**config.mk**
```make
export PLATFORM = sky130hd
export DESIGN_NAME = alu2_result_fifo
export DESIGN_NICKNAME = d
export VERILOG_FILES = /design/src/rtl/alu2_result_fifo.sv
export SDC_FILE = /design/constraint.sdc
export NUM_CORES = 1
export LEC_CHECK = 0
export ABC_CLOCK_PERIOD_IN_PS = 7400
export BUFFER_PORTS_ARGS = -buffer_cell sky130_fd_sc_hd__buf_2
export CORE_MARGIN = 1.5
export CORE_UTILIZATION = 60
export DETAILED_ROUTE_END_ITERATION = 6
export HOLD_SLACK_MARGIN = 0.03
export PLACE_DENSITY_LB_ADDON = 0.15
export SKIP_LAST_GASP = 1
export SLEW_MARGIN = 20
export SYNTH_ARGS = -nofsm -noshare
export SYNTH_HDL_FRONTEND = slang
export SYNTH_SLANG_ARGS = --single-unit
```
**constraint.sdc**
```tcl
create_clock -name clock -period 7.4 [get_ports clock]
set_clock_uncertainty 0.2 [all_clocks]
set_input_delay 0.74 -clock clock [delete_from_list [all_inputs] [get_ports clock]]
set_output_delay 0.74 -clock clock [all_outputs]
set_load 0.01 [all_outputs]
```
**src/rtl/alu2_result_fifo.sv**
```systemverilog
// alu2_result_fifo: first-word-fall-through FIFO for alu4_cl result words,
// with a saturating flag counter and an upstream stall-protocol checker.
module alu2_result_fifo #(
   parameter int WIDTH    = 6,
   parameter int DEPTH    = 4,
   parameter int FLAG_BIT = 3
) (
   input  logic                     clock,
   input  logic                     reset_n,
   input  logic                     in_valid,
   input  logic [WIDTH-1:0]         in_data,
   output logic                     in_ready,
   output logic                     out_valid,
   output logic [WIDTH-1:0]         out_data,
   output logic                     out_par,
   input  logic                     out_ready,
   input  logic                     flush,
   input  logic                     clear,
   output logic [$clog2(DEPTH):0]   count,
   output logic [7:0]               flag_cnt,
   output logic                     err
);
   localparam int AW = $clog2(DEPTH);
   localparam int CW = AW + 1;
   typedef enum logic {IDLE, HOLD} state_t;
   logic [WIDTH-1:0] mem [DEPTH];
   logic [AW-1:0]    wr_ptr, rd_ptr;
   logic [WIDTH-1:0] held, held_nx;
   state_t           state, state_nx;
   logic             push, pop, viol;
   assign in_ready  = ~flush & (count < CW'(DEPTH));
   assign out_valid = count != '0;
   assign out_data  = mem[rd_ptr];
   assign out_par   = ^out_data;
   assign push      = in_valid & in_ready;
   assign pop       = out_valid & out_ready & ~flush;
   // A stalled word must be held stable until accepted or flushed.
   always_comb begin
      state_nx = state;
      held_nx  = held;
      viol     = 1'b0;
      if (state == IDLE) begin
         if (in_valid && !push) begin
            state_nx = HOLD;
            held_nx  = in_data;
         end
      end else if (push || flush) begin
         state_nx = IDLE;
      end else if (!in_valid || in_data != held) begin
         viol     = 1'b1;
         state_nx = IDLE;
      end
   end
   always_ff @(posedge clock)
      if (push) mem[wr_ptr] <= in_data;
   always_ff @(posedge clock or negedge reset_n)
      if (!reset_n) begin
         wr_ptr   <= '0;
         rd_ptr   <= '0;
         count    <= '0;
         flag_cnt <= '0;
         err      <= 1'b0;
         state    <= IDLE;
         held     <= '0;
      end else begin
         if (flush) begin
            wr_ptr <= '0;
            rd_ptr <= '0;
            count  <= '0;
         end else begin
            if (push) wr_ptr <= wr_ptr + AW'(1);
            if (pop) rd_ptr <= rd_ptr + AW'(1);
            count <= count + CW'(push) - CW'(pop);
         end
         flag_cnt <= clear ? 8'd0 :
                     (push && in_data[FLAG_BIT] && flag_cnt != 8'hFF) ? flag_cnt + 8'd1 : flag_cnt;
         err      <= clear ? 1'b0 : err | viol;
         state    <= state_nx;
         held     <= held_nx;
      end
endmodule

```
==> reports/results.ini, run 1 <==
[synthesis]
synth_xor_area_share_pct=7.74
async_flop_share_pct=48.9
synth_compound_area_share_pct=4.60
yosys_register_bits=47
yosysTopAreaCell=edfxtp_1
synth_top_area_share_pct=33.5
synthAdderAreaFrac_pct=5.00
yosysWarnings=0
syn_avg_cell_area_sq_um=14.3
synth_edf_count=24
synth.area.mux_share_pct=10.2
synth_seq_area_share_pct=60.3
syn_inst=150
synth-simple-area-share_pct=9.89
synth_top_flop_cell=edfxtp_1
synth_top_family_by_area=multiplexers
synth_area_leaders=edfxtp_1 (34%), dfrtp_1 (27%), mux4_2 (4.2%), ha_1 (4.1%), xor2_1 (4.1%)
netlist_area_sq_mm=0.00215
synth_cell_types=36
syn_nets=170

[critical_path]
reg2reg_from=count[2]
critPathMaxStageDelay_ps=660
worst-setup-path-type=register to primary output
required_ps=6460
cp.arrival_ps=2260
worst-path-buf-inv=1
cpMaxStageDelayCell=dfrtp_1
endpoint_kind=primary output
start_kind=register
critPathLaunch=rd_ptr[0]
path_common_cell=xnor2_1
path_cells=mux4_2, xnor2_1, xnor2_1, xnor2_1, buf_2
path_delay_family=flip-flops
critPathMaxFanout=8

[final_layout]
finish.utilization_pct=72.2
final_layout_size_suffix_gt1_share_pct=28.0
layout.nets=205
syn2layout_area_growth_pct=13.8
diodes=0
stdcell_area_sq_mm=0.00245

[global_routing]
grt_remaining_overflow=0
grt_pass1_wl_um=5990
grt_antenna_before_repair=0
grt_max_degree=24
grt_usage_pct=20.0
grt_pass1_vias=1294

[power_and_ir_drop]
power_leakage_nw=1.02
p_per_area_mw_per_mm2=289
ir_drop_mv=0.162

[timing]
tns_ps=0
relSlewSlack_pct=49.4
rsz0062_at_grt=no
finalSetupViolations=0
clock.fmax_mhz=313
setup_ws_ps=4200
fin_crit_sh_pct=43.2
tightest_slew_ps=758
period_needed_ps=3200
hold_viol=0
slew_violations=0

[clock_network]
cts_tree=yes
cts.sinks=47
cts_setup_buffers=0
clock_path_buffers=2
cts_resized=0
clock-root-buffer=clkbuf_4
clk_pin_slew_ps=130
postCtsHoldBufs=0
cts_buffers=5
ctsHtreeMaxLevel=2
clock_latency_ps=340

[drt]
wl_per_cell_um=14.7
wl_um=3410
drtIter0Drc=30
dr.pass1.iters=2
num_vias=1277
vias_per_cell=5.50
route.detailed.drc=0
detail-route-antenna-nets=0

[floorplanning]
pin_count=33
core-area_sq_mm=0.00339
die-width_um=62.9
dieHeight_um=62.9
dieArea_sq_mm=0.00395
rows=21
start_util_pct=63.5

[placement]
place.port_buffers=32
dpl-instance-area_sq_mm=0.00235
gp_congestion=0.797
dp_hpwl_um=2560
dpl_worst_slack_ps=4140

[job]
maxCapViolCount=0

[run_status]
run_status=completed

[hold_path]
hp-class=input port to async pin

## power by group
part	switching, W	internal [W]	total [W]
clock	0.0000749	0.000105	0.000180
combinational	0.0000912	0.0000994	0.000191
sequential	0.0000303	0.000305	0.000335
## metal layers
metal	GRT usage, %	up-vias	wire length (um)
met3	3.78	2	104
li1	-	617	-
met5	0	-	0
met4	8.33	0	12
met2	35.0	26	1850
met1	24.2	632	1450
## worst paths after layout
path | cells past startpoint | slack (ps) | endpoint
min in group clock | 2 | 330 | err
setup reg to reg | 10 | 4560 | count[2]
setup / recovery | 5 | 4200 | out_par
max in group asynchronous | 1 | 6520 | flag_cnt[1]
hold / removal | 1 | 140 | held[1]
hold reg to reg | 2 | 330 | err
## layout make-up
type,count,area (sq um)
flip-flops and latches,47,1300
inverters,7,26.3
fillers,235,942
repair buffers,32,160
multi-input cells,92,806
clock buffers,6,41.3
clock inverters,2,60.1
well taps,46,57.6
## cell usage in the layout (no fill, tap or decap), types with 6 or more instances in the layout
cell	Yosys	final
nor2_1	11	11
buf_2	0	32
xor2_1	10	10
mux2_2	6	6
ha_1	7	7
xnor2_1	9	9
inv_1	7	7
dfrtp_1	23	23
edfxtp_1	24	24
## flip-flops by register name, indices dropped and copies added, names as in the netlist
register	flops
count	3
err	1
flag_cnt	8
held	6
mem	24
rd_ptr	2
state	1
wr_ptr	2
## cells by family (layout without fill, tap and decap cells)
group	after synthesis	after routing
mux	13	13
xor+xnor	19	19
compound gates	15	15
flops	47	47
simple gates	37	37
buf+inv	11	47
fa+ha+maj	8	8
## metrics by stage
stage          hold slack, ps  total power (W)  std cells
2_1_floorplan             244         0.000476        150
3_3_place_gp              301         0.000527        224
3_5_place_dp              317         0.000535        224
4_1_cts                   151         0.000715        232
5_1_grt                   150         0.000746        232
6_report                  138         0.000706        232
## cell usage after synthesis, types with 2 or more instances
library cell	count
nor2_1	11
nand3_1	3
mux4_2	4
ha_1	7
xor2_1	10
or3_1	3
a21oi_1	5
nor3b_1	2
o21ai_0	2
nand4_1	2
xnor2_1	9
edfxtp_1	24
mux2_2	6
nor2b_1	2
and2_1	4
o31ai_1	3
clkbuf_1	2
dfrtp_1	23
or4_1	2
mux4_1	2
nand2_1	3
inv_1	7
(Power assumes the default switching activity.)
==> inputs of run 2 (changes only) <==
Settings changed: ABC_CLOCK_PERIOD_IN_PS 7400 to 2900, CORE_UTILIZATION 60 to 50.
Clock period 7.4 ns to 2.9 ns, I/O delays scaled along.
==> reports/results.ini, run 2 (synthesized netlist as in run 1, its figures left out) <==
[run_status]
run_status=completed

[clock_network]
clk_pin_slew_ps=90
cts.sinks=47
clock_path_buffers=2
cts_buffers=5
clock-root-buffer=clkbuf_8
cts_tree=yes
ctsHtreeMaxLevel=2
clock_latency_ps=290

[power_and_ir_drop]
ir_drop_mv=0.408
p_per_area_mw_per_mm2=737
power_leakage_nw=1.03

[hold_path]
hp-class=input port to register

[global_routing]
grt_pass1_wl_um=6160
grt_pass1_vias=1351
grt_usage_pct=18.5
grt_antenna_before_repair=0
grt_remaining_overflow=0
grt_max_degree=24

[final_layout]
fill_cells=315
diodes=0
seq_area_sq_mm=0.00130
layout.nets=207
top_register=mem
final_common_cell=buf_2
final_layout_size_suffix_gt1_share_pct=29.3
multi_input_area_sq_um=806
final_cell_mix=buf_2 (32), edfxtp_1 (24), dfrtp_1 (22)
syn2layout_area_growth_pct=15.5
reg_top3=mem x24, flag_cnt x8, held x6
largest_reg_flops=24

[critical_path]
start_kind=register
cpMaxStageDelayCell=dfrtp_1
worst-path-buf-inv=2
critPathMaxStageDelay_ps=430
path_cells=or3_1, nand2_1, nor2_1, ha_1, inv_1, ha_1, inv_1, fa_1, xor2_1, xnor2_1, nor2_1
worst-setup-path-type=register to register
cp.arrival_ps=2580
required_ps=2880
critPathMaxFanout=4
path_delay_family=adder cells
endpoint_kind=register

[floorplanning]
die-width_um=68.6
start_util_pct=53.0
rows=23
dieHeight_um=68.6
dieArea_sq_mm=0.00470
core-area_sq_mm=0.00406
pin_count=33

[timing]
whs_ps=40.7
rsz0062_at_grt=no
tns_ps=0
finalSetupViolations=0
hold_viol=0
clock.fmax_mhz=385
relSlewSlack_pct=65.9
slew_violations=0
tightest_slew_ps=509
period_needed_ps=2600
fin_crit_sh_pct=89.7

[job]
maxCapViolCount=0

[drt]
dr.pass1.iters=4
drtIter0Drc=73
detail-route-antenna-nets=0
vias_per_cell=5.37
wl_per_cell_um=15.0
route.detailed.drc=0
wl_um=3580
num_vias=1279

[placement]
place.port_buffers=32
dp_hpwl_um=2750
gp_congestion=0.767

run 2: timing repair:
action                     in CTS  in global routing
resized for setup               0                  1
setup endpoints to repair       0                  1
hold endpoints to repair       23                  0
setup buffers                   0                  0
hold buffers                    1                  0
run 2: layer usage:
metal | vias up | wire length [um] | GRT usage, % | share of wire [%]
met1 | 630 | 1470 | 20.7 | 41
met3 | 5 | 125 | 4.22 | 3.5
met5 | - | 0 | 0 | 0
li1 | 619 | - | - | -
met4 | 0 | 51 | 7.50 | 1.4
met2 | 25 | 1940 | 33.7 | 54
run 2: final timing paths:
path                            start        end  slack, ps  depth (start not counted)
setup / recovery             count[1]   count[2]        300                         11
min in group asynchronous     reset_n        err        290                          2
hold reg to reg                   err        err        320                          2
setup reg to reg             count[1]   count[2]        300                         11
max in group asynchronous     reset_n  rd_ptr[0]       1840                          2
hold / removal             in_data[4]  mem[3][4]         40                          1
run 2: stage by stage:
step / worst slack (ps) / instance area, sq um / utilization [%] / power [W] / cells
CTS: 173 / 2480 / 61.2 / 0.00185 / 238
global placement: 408 / 2360 / 58.1 / 0.00134 / 229
finish: 300 / 2480 / 61.2 / 0.00183 / 238
global route: 126 / 2480 / 61.2 / 0.00197 / 238
detailed placement: 294 / 2360 / 58.1 / 0.00137 / 229
floorplan: 329 / 2150 / - / 0.00122 / 150
run 2: layout make-up:
type	count	area share, %
Inverter	7	1.06
Sequential cell	47	52.2
Multi-Input combinational cell	92	32.4
Tap cell	50	2.52
Clock buffer	5	2.77
Clock inverter	3	1.86
Timing Repair Buffer	34	7.15
run 2: report_power, final:
group	leakage, nW	switching (W)	internal, W	total (W)
registers	0.519	0.0000751	0.000780	0.000855
clock network	0.0548	0.000220	0.000260	0.000480
logic	0.458	0.000240	0.000256	0.000496
total	1.03	0.000535	0.00130	0.00183
run 2: worst reg2reg max path, cell delays in order (launching register included):
cell and delay (ps):
dfrtp_1 430, or3_1 390, nand2_1 110, nor2_1 50
ha_1 280, inv_1 50, ha_1 130, inv_1 50
fa_1 370, xor2_1 160, xnor2_1 190, nor2_1 60
==> inputs of run 3 (changes only) <==
Settings changed: ABC_CLOCK_PERIOD_IN_PS 2900 to 2500, CORE_UTILIZATION 50 to 56.
Clock period 2.9 ns to 2.5 ns, I/O delays scaled along.
==> reports/results.ini, run 3 (synthesized netlist as in run 1, its figures left out) <==
[clock_network]
clock_latency_ps=300
clock_path_buffers=2
ctsHtreeMaxLevel=2
clock-root-buffer=clkbuf_8
cts_buffers=5
clk_pin_slew_ps=80
cts.sinks=47
cts_tree=yes

[floorplanning]
dieArea_sq_mm=0.00422
die-width_um=65.0
core-area_sq_mm=0.00366
dieHeight_um=65.0
start_util_pct=58.7
rows=22
pin_count=33

[critical_path]
path_delay_family=adder cells
worst-setup-path-type=register to register
start_kind=register
path_cells=or3_4, nand2_4, nor2_1, ha_1, inv_1, ha_1, inv_1, fa_2, xor2_1, xnor2_1, nor2_1
cpMaxStageDelayCell=or3_4
endpoint_kind=register
reg2reg_from=count[2]
critPathMaxFanout=3
critPathMaxStageDelay_ps=410
cp.arrival_ps=2470
worst-path-buf-inv=2
r2r_slack_ps=20
r2r-end=count[2]
required_ps=2490
worstRegToRegCells=11

[timing]
tightest_slew_ps=566
hold_viol=0
fin_crit_sh_pct=99.3
finalSetupViolations=0
whs_ps=73.2
clock.fmax_mhz=403
relSlewSlack_pct=62.1
tns_ps=0
rsz0062_at_grt=yes
slew_violations=0
period_needed_ps=2480

[placement]
gp_congestion=0.776
place.port_buffers=32
dp_hpwl_um=2650

[drt]
route.detailed.drc=0
wl_per_cell_um=15.3
dr.pass1.iters=4
vias_per_cell=5.36
wl_um=3830
drtIter0Drc=31
num_vias=1339
detail-route-antenna-nets=0

[global_routing]
grt_antenna_before_repair=0
grt_pass1_vias=1403
grt_pass1_wl_um=6270
grt_usage_pct=20.6
grt_max_degree=24
grt_remaining_overflow=0

[final_layout]
diodes=0
final_cell_mix=buf_2 (32), edfxtp_1 (24), dfrtp_1 (21)
layout.nets=221
syn2layout_area_growth_pct=23.6
final_common_cell=buf_2
largest_reg_flops=24
finish.utilization_pct=72.6
reg_top3=mem x24, flag_cnt x8, held x6
top_register=mem
final_layout_size_suffix_gt1_share_pct=33.7

[power_and_ir_drop]
p_per_area_mw_per_mm2=871
power_leakage_nw=1.13
ir_drop_mv=0.596

[hold_path]
hold_depth=2
min_to=count[1]
hp-class=input port to register
worstHoldStart=flush

[job]
maxCapViolCount=0

[run_status]
run_status=completed

==> run 3: where the power goes <==
part           switching, W  internal, W  leakage [nW]
sequential        0.0000743     0.000906         0.517
combinational      0.000314     0.000376         0.543
clock              0.000245     0.000399        0.0654
==> run 3: worst max-delay path by stage <==
stage | slack (ps) | endpoint | depth (start not counted) | startpoint
6_report | 20 | count[2] | 11 | count[2]
5_1_grt | -90 | count[2] | 11 | count[2]
4_1_cts | 0.9 | count[2] | 11 | count[1]
3_5_place_dp | 20 | count[2] | 11 | count[1]
3_3_place_gp | 110 | count[2] | 11 | count[1]
2_1_floorplan | 9 | count[2] | 11 | count[1]
==> run 3: layout make-up <==
class,count,area (sq um)
timing repair buffer,48,300
clock buffer,6,72.6
fill,257,1000
multi-input combinational,92,841
sequential,47,1300
clock inverter,2,60.1
tap,48,60.1
inverter,7,26.3
==> run 3: per-layer routing <==
| metal | global-route usage (%) | wire length [um] |
|---|---|---|
| met1 | 22.9 | 1550 |
| met2 | 36.7 | 2040 |
| met3 | 5.38 | 164 |
| met4 | 9.57 | 72 |
| met5 | 0 | 0 |
==> run 3: worst register-to-register path: stages (launching register included) <==
cell,delay [ps]
dfrtp_1,400
or3_4,410
nand2_4,70
nor2_1,40
ha_1,280
inv_1,60
ha_1,130
inv_1,50
fa_2,330
xor2_1,180
xnor2_1,160
nor2_1,60
==> run 3: what timing repair did <==
item,CTS,global route
hold buffers,8,0
endpoints found under the setup margin,2,2
setup buffers,2,2
pin swaps,1,7
hold endpoints to repair,55,0
resized for setup,1,3
==> run 3: per-stage QoR <==
step / cell area, sq um / instances / total power (W) / setup slack [ps]
after floorplan: 2170 / 150 / 0.00143 / 9.24
after global placement: 2390 / 230 / 0.00160 / 111
after detailed placement: 2390 / 230 / 0.00162 / 24.0
after CTS: 2620 / 248 / 0.00230 / 0.918
after global routing: 2660 / 250 / 0.00244 / -92.2
final: 2660 / 250 / 0.00231 / 17.8
